===== config.mk =====
export PLATFORM = sky130hd
export DESIGN_NAME = hd44780_bus_receiver
export DESIGN_NICKNAME = d
export VERILOG_FILES = /design/src/rtl/hd44780_pkg.sv /design/src/rtl/hd44780_pin_sync.sv /design/src/rtl/hd44780_bus_receiver.sv
export SDC_FILE = /design/constraint.sdc
export NUM_CORES = 1
export LEC_CHECK = 0
export BUFFER_PORTS_ARGS = -buffer_cell sky130_fd_sc_hd__buf_2
export CORE_MARGIN = 2
export CORE_UTILIZATION = 35
export CTS_CLUSTER_DIAMETER = 200
export DETAILED_ROUTE_END_ITERATION = 8
export PLACE_DENSITY = 0.63
export SLEW_MARGIN = 10
export SYNTH_ARGS = -nofsm -noshare
export SYNTH_HDL_FRONTEND = slang
export SYNTH_SLANG_ARGS = --single-unit

===== constraint.sdc =====
create_clock -name CLK_I -period 2.4 [get_ports CLK_I]
set_input_delay 0.12 -clock CLK_I [delete_from_list [all_inputs] [get_ports CLK_I]]
set_output_delay 0.12 -clock CLK_I [all_outputs]
set_load 0.02 [all_outputs]

===== src/rtl/hd44780_pkg.sv =====
// Shared HD44780 pin-bus definitions: receiver state encoding, error bit positions
// and the function-set patterns that switch the interface between 8-bit and 4-bit mode.
package hd44780_pkg;

  typedef enum logic [1:0] {
    StMode8 = 2'd0,
    StHi    = 2'd1,
    StLo    = 2'd2
  } rx_state_e;

  localparam int unsigned ErrShortE     = 0;
  localparam int unsigned ErrRsMismatch = 1;
  localparam int unsigned ErrTimeout    = 2;

  // Function set is 001(DL) on DB7..4; DL selects 8-bit (1) or 4-bit (0).
  localparam logic [2:0] FsDl0Nybble = 3'b001;
  localparam logic [3:0] FsDl1Nybble = 4'b0011;

endpackage


===== src/rtl/hd44780_pin_sync.sv =====
// Two-flop synchronizer for a bundle of asynchronous LCD pins.
module hd44780_pin_sync #(
  parameter int unsigned Width = 1
) (
  input  logic             clk_i,
  input  logic             rst_ni,
  input  logic [Width-1:0] d_i,
  output logic [Width-1:0] q_o
);

  logic [Width-1:0] meta_q;
  logic [Width-1:0] sync_q;

  always_ff @(posedge clk_i or negedge rst_ni) begin
    if (!rst_ni) begin
      meta_q <= '0;
      sync_q <= '0;
    end else begin
      meta_q <= d_i;
      sync_q <= meta_q;
    end
  end

  assign q_o = sync_q;

endmodule


===== src/rtl/hd44780_bus_receiver.sv =====
// Passive HD44780-side receiver: samples E/RS/DB7..4, follows the 8-bit/4-bit mode switch
// and presents each reassembled command/data byte with a one-cycle strobe.
module hd44780_bus_receiver
  import hd44780_pkg::*;
#(
  parameter int unsigned MIN_E_HIGH = 3,
  parameter int unsigned TIMEOUT    = 1024
) (
  input  logic       CLK_I,
  input  logic       RST_I,
  input  logic       i_lcd_e,
  input  logic       i_lcd_rs,
  input  logic [3:0] i_lcd_data,
  output logic       STB_O,
  output logic [7:0] o_byte,
  output logic       o_rs,
  output logic       o_four_bit,
  output logic [2:0] o_err
);

  localparam int unsigned WidthW   = $clog2(MIN_E_HIGH + 1);
  localparam int unsigned TimeoutW = $clog2(TIMEOUT + 1);
  localparam logic [WidthW-1:0]   MinWidth    = WidthW'(MIN_E_HIGH);
  localparam logic [TimeoutW-1:0] TimeoutLast = TimeoutW'(TIMEOUT - 1);

  logic [5:0] pins_s;
  logic       e_s, rs_s;
  logic [3:0] data_s;

  hd44780_pin_sync #(
    .Width(6)
  ) u_pin_sync (
    .clk_i (CLK_I),
    .rst_ni(RST_I),
    .d_i   ({i_lcd_e, i_lcd_rs, i_lcd_data}),
    .q_o   (pins_s)
  );

  assign e_s    = pins_s[5];
  assign rs_s   = pins_s[4];
  assign data_s = pins_s[3:0];

  rx_state_e           state_q, state_d;
  logic                e_d_q;
  logic [WidthW-1:0]   width_q, width_d;
  logic [TimeoutW-1:0] to_q, to_d;
  logic [3:0]          hi_q, hi_d;
  logic                hi_rs_q, hi_rs_d;
  logic                stb_q, stb_d;
  logic [7:0]          byte_q, byte_d;
  logic                rs_q, rs_d;
  logic [2:0]          err_q, err_d;
  logic                fall, short_e, accept;

  assign fall    = e_d_q & ~e_s;
  assign short_e = fall & (width_q < MinWidth);
  assign accept  = fall & ~short_e;

  always_comb begin
    width_d = '0;
    if (e_s) begin
      width_d = (width_q == MinWidth) ? width_q : width_q + WidthW'(1);
    end
  end

  always_comb begin
    state_d = state_q;
    hi_d    = hi_q;
    hi_rs_d = hi_rs_q;
    to_d    = '0;
    stb_d   = 1'b0;
    byte_d  = byte_q;
    rs_d    = rs_q;
    err_d   = '0;
    if (short_e) err_d[ErrShortE] = 1'b1;
    unique case (state_q)
      StMode8: begin
        if (accept) begin
          stb_d  = 1'b1;
          byte_d = {data_s, 4'h0};
          rs_d   = rs_s;
          if (!rs_s && data_s[3:1] == FsDl0Nybble && !data_s[0]) state_d = StHi;
        end
      end
      StHi: begin
        if (accept) begin
          hi_d    = data_s;
          hi_rs_d = rs_s;
          state_d = StLo;
        end
      end
      StLo: begin
        // An accepted nybble takes priority over a timeout expiring in the same cycle.
        if (accept) begin
          stb_d  = 1'b1;
          byte_d = {hi_q, data_s};
          rs_d   = hi_rs_q;
          if (rs_s != hi_rs_q) err_d[ErrRsMismatch] = 1'b1;
          state_d = (!hi_rs_q && hi_q == FsDl1Nybble) ? StMode8 : StHi;
        end else if (to_q == TimeoutLast) begin
          err_d[ErrTimeout] = 1'b1;
          state_d           = StHi;
        end else begin
          to_d = to_q + TimeoutW'(1);
        end
      end
      default: state_d = StMode8;
    endcase
  end

  always_ff @(posedge CLK_I or negedge RST_I) begin
    if (!RST_I) begin
      state_q <= StMode8;
      e_d_q   <= 1'b0;
      width_q <= '0;
      to_q    <= '0;
      hi_q    <= 4'h0;
      hi_rs_q <= 1'b0;
      stb_q   <= 1'b0;
      byte_q  <= 8'h00;
      rs_q    <= 1'b0;
      err_q   <= 3'b000;
    end else begin
      state_q <= state_d;
      e_d_q   <= e_s;
      width_q <= width_d;
      to_q    <= to_d;
      hi_q    <= hi_d;
      hi_rs_q <= hi_rs_d;
      stb_q   <= stb_d;
      byte_q  <= byte_d;
      rs_q    <= rs_d;
      err_q   <= err_d;
    end
  end

  assign STB_O      = stb_q;
  assign o_byte     = byte_q;
  assign o_rs       = rs_q;
  assign o_err      = err_q;
  assign o_four_bit = (state_q != StMode8);

endmodule


==> metrics.log <==
[metrics] number of gates given a new drive strength after cts: 0
[metrics] Filler Cells Inserted: about 470
[metrics] die footprint: approximately 5700 µm²
[metrics] I/O pin count: 22
[metrics] number of enable-type register cells in the synthesized netlist: 0
[metrics] TritonCTS buffer count: 5
[metrics] Hold WS: -0.0200 ns
[metrics] total area of multi-input combinational cells: 608 µm²
[metrics] total negative setup slack: 0 ns
[metrics] count of pins over their slew limit: 0
[metrics] critical path data required time: 2.59 ns
[metrics] Worst-Skew Late Latency: 0.30 ns
[metrics] summed instance area of the synthesized netlist: 1790 µm²
[metrics] H-tree depth: 2
[metrics] classification of the worst-slack hold path: input port to asynchronous set/reset pin
[metrics] wire length of the first global-routing pass: slightly above 5000 µm
[metrics] part of the total power dissipated in combinational logic: 17.2%
[metrics] Lkg Pwr: 0.990 nW
[metrics] cell accounting for the most synthesized area: sky130_fd_sc_hd__dfrtp_1
[metrics] first-pass iteration count of the detailed router: 4
[metrics] average wire length per cell after detail routing: 11.8 µm
[metrics] number of nets still failing antenna checks after routing: 0
[metrics] Worst Reg-to-Reg Cells: 4
[metrics] total internal power: 1.22 mW
[metrics] Max Fanout on Critical Path: 6
[metrics] sequential area share after synthesis: between 60% and 70%
[metrics] clock-pin slew of the registers on the worst-case setup and hold paths: 0.08 ns
[metrics] failing checks: hold timing
[metrics] Max Cap Violations: 0
[metrics] Final Total Pwr: 1.70 mW
[metrics] fraction of power consumed by the clock network: 28.4%
[metrics] R2R Path Start: width_q[0]
[metrics] largest net degree at the start of global routing: 47
[metrics] Placer Congestion: roughly 0.74
[metrics] area of the core: roughly 5000 µm²
[metrics] run status: finished with violations
[metrics] DP Wirelength: 1990 µm
[metrics] Nets: 186
[metrics] number of storage elements in the synthesis netlist: 46
[metrics] TritonCTS clock tree: done
[metrics] via count: 1120
[metrics] unrepaired setup endpoints after global routing: no
[metrics] IO buf count: 21
[metrics] start-to-end type of the worst setup path: register to register
[metrics] Initial DRC Count: 31
[metrics] library cell used as clock root buffer: sky130_fd_sc_hd__clkbuf_8
[metrics] part of the total power dissipated in sequential elements: between 50% and 60%
[metrics] number of distinct library cells after synthesis: 33
[metrics] Main synth FF type: sky130_fd_sc_hd__dfrtp_1
[metrics] share of the clock period used by the worst path: about three quarters
[metrics] net load switching power: 0.480 mW
[metrics] critical path arrival: 1.98 ns
[metrics] final hold violation count: 46
[metrics] worst reg-to-reg setup slack: 0.61 ns
[metrics] area fraction of the dominant cell type after synthesis: 64.2%
[metrics] minimum clock period: 1.79 ns
[metrics] capturing point of the worst reg2reg path: hi_q[3]
[metrics] power per cell area: 796 nW/µm²
[metrics] gr ovfl total: 0
[metrics] ratio of cells with drive above 1 in the final layout: 24.3%
[metrics] Critical Path End Type: register
[metrics] antenna violations before repair: 0
[metrics] Chip Height: 75.6 µm
[metrics] overall routed net length: 2920 µm
[metrics] Clock Tree Buf Depth: 2
[metrics] count of warnings emitted by yosys: 0
[metrics] diode count: 0
[metrics] Sw Share: 28.3%
[metrics] number of global-route vias before repair: 1179
[metrics] row count: 26
[metrics] top cells by area in the synthesized netlist: sky130_fd_sc_hd__dfrtp_1 (64%), sky130_fd_sc_hd__nor2_1 (3.6%), sky130_fd_sc_hd__mux2i_1 (3.3%)
[metrics] number of instances in the synthesized netlist: approximately 140
[metrics] Worst-Margin Slew: approximately 1 ns
[metrics] Fmax: 558 MHz
[metrics] Mapped Avg Cell Area: 12.5 µm²
[metrics] effective utilization at floorplan: between 30% and 40%
[metrics] Slew Limit Headroom: 34.7%
[metrics] Worst Skew: about 0.0081 ns
[metrics] overall track demand over capacity in global routing: 12.4%
[metrics] area used by sequential logic in the layout: 1150 µm²
[metrics] Horiz. Die Dim: about 76 µm
[metrics] DRC violations left: 0
[metrics] Critical Path Source Type: register
[metrics] number of setup violations in the final report: 0
[metrics] share of flip-flops with an asynchronous set or reset: 100%
[metrics] Synthesized Nets: 153
[metrics] growth of design area from synthesis to finish: 18.7%
[metrics] peak ir drop on the vdd network: around 0.0005 V
[metrics] average vias per placed instance: 4.53
[metrics] clock sink total: 46
==> per-layer routing <==
layer / track usage, % / wire (µm)
met5: 0 / 0
met4: 6.43 / 70
met3: 3.70 / 95
met2: 20.5 / 1430
met1: 14.5 / 1320
==> cell type report <==
class | instances | share of cell area (%)
Tap cell | 70 | 4.11
Sequential cell | 46 | 54.1
Timing Repair Buffer | 30 | 8.81
Multi-Input combinational cell | 93 | 28.6
Clock buffer | 6 | 3.88
Clock inverter | 2 | 0.588
==> power by group through the flow <==
| stage | Combinational, mW | Sequential, mW | Clock (mW) |
|---|---|---|---|
| floorplan | 0.138 | 0.983 | 0 |
| global placement | 0.285 | 0.937 | 0 |
| detailed placement | 0.288 | 0.940 | 0 |
| CTS | 0.298 | 0.926 | 0.503 |
| global route | 0.325 | 0.936 | 0.534 |
| finish | 0.291 | 0.923 | 0.482 |
==> Yosys cell counts (2+ instances only) <==
cell / n
sky130_fd_sc_hd__a21oi_1: 5
sky130_fd_sc_hd__and2_1: 2
sky130_fd_sc_hd__and3_1: 2
sky130_fd_sc_hd__buf_6: 2
sky130_fd_sc_hd__dfrtp_1: 46
sky130_fd_sc_hd__ha_1: 2
sky130_fd_sc_hd__mux2_2: 5
sky130_fd_sc_hd__mux2i_1: 6
sky130_fd_sc_hd__nand2_1: 10
sky130_fd_sc_hd__nand3_1: 8
sky130_fd_sc_hd__nand3b_1: 2
sky130_fd_sc_hd__nand4_1: 3
sky130_fd_sc_hd__nor2_1: 17
sky130_fd_sc_hd__o21ai_0: 4
sky130_fd_sc_hd__or2_2: 3
sky130_fd_sc_hd__xnor2_1: 4
sky130_fd_sc_hd__xor2_1: 6
==> cell families (layout without fill, tap and decap cells) <==
logic type | after synthesis | count (layout) | synth area share, %
AND/OR/NAND/NOR | 59 | 59 | 17.8
flip-flops | 46 | 46 | 64.2
AO/OA/AOI/OAI | 11 | 11 | 3.35
multiplexers | 11 | 11 | 6.49
XOR/XNOR | 10 | 10 | 4.88
buffers and inverters | 4 | 38 | 1.95
adder cells (fa/ha/maj) | 2 | 2 | 1.39
==> through the flow <==
stage          instances  cell area (µm²)  setup slack (ns)  utilization (%)  hold WS [ns]
2_1_floorplan        143             1790             0.799                -        -0.176
3_3_place_gp         233             1970             0.644             39.2         0.228
3_5_place_dp         233             1970             0.615             39.2         0.229
4_1_cts              247             2130             0.595             42.2        0.0217
5_1_grt              247             2130             0.478             42.2        0.0710
6_report             247             2130             0.609             42.2       -0.0200
==> flip-flops by register name, summed over array words and instances, names as in the netlist <==
name               flops
STB_O                  1
e_d_q                  1
hi_q                   4
hi_rs_q                1
o_byte                 8
o_err                  3
o_rs                   1
state_q                2
to_q                  11
u_pin_sync.meta_q      6
u_pin_sync.q_o         6
width_q                2
==> worst max-delay path by stage <==
stage	start	endpoint	slack, ns	cells after the start
after global routing	width_q[0]	state_q[0]	0.48	7
after detailed placement	width_q[0]	hi_q[3]	0.61	4
after CTS	width_q[0]	hi_q[3]	0.60	4
after global placement	width_q[0]	hi_q[2]	0.64	4
final	width_q[0]	hi_q[3]	0.61	4
after floorplan	width_q[0]	hi_q[0]	0.80	5
==> placed cells by master (no fill, tap or decap), types with 2 or more instances in the layout <==
cell	netlist	final
sky130_fd_sc_hd__nand2_1	10	10
sky130_fd_sc_hd__and2_1	2	2
sky130_fd_sc_hd__mux2i_1	6	6
sky130_fd_sc_hd__clkbuf_8	0	6
sky130_fd_sc_hd__dlygate4sd3_1	0	6
sky130_fd_sc_hd__nand3_1	8	8
sky130_fd_sc_hd__dfrtp_1	46	46
sky130_fd_sc_hd__or2_2	3	3
sky130_fd_sc_hd__and3_1	2	2
sky130_fd_sc_hd__ha_1	2	2
sky130_fd_sc_hd__mux2_2	5	5
sky130_fd_sc_hd__xor2_1	6	6
sky130_fd_sc_hd__nor2_1	17	17
sky130_fd_sc_hd__xnor2_1	4	4
sky130_fd_sc_hd__nand3b_1	2	2
sky130_fd_sc_hd__o21ai_0	4	4
sky130_fd_sc_hd__buf_4	1	3
sky130_fd_sc_hd__a21oi_1	5	5
sky130_fd_sc_hd__nand4_1	3	3
sky130_fd_sc_hd__buf_2	1	21
==> worst max-delay path, stage by stage (launching register included) <==
cell	delay, ns
sky130_fd_sc_hd__dfrtp_1	0.37
sky130_fd_sc_hd__ha_1	0.25
sky130_fd_sc_hd__nand3b_1	0.28
sky130_fd_sc_hd__nor3b_4	0.42
sky130_fd_sc_hd__mux2_2	0.37
==> repair_timing <==
| action | CTS | global route |
|---|---|---|
| hold buffers | 6 | 0 |
| setup buffers | 0 | 0 |
| endpoints found under the hold margin | 6 | 0 |
Note: power is estimated with default switching activity, not from simulation.
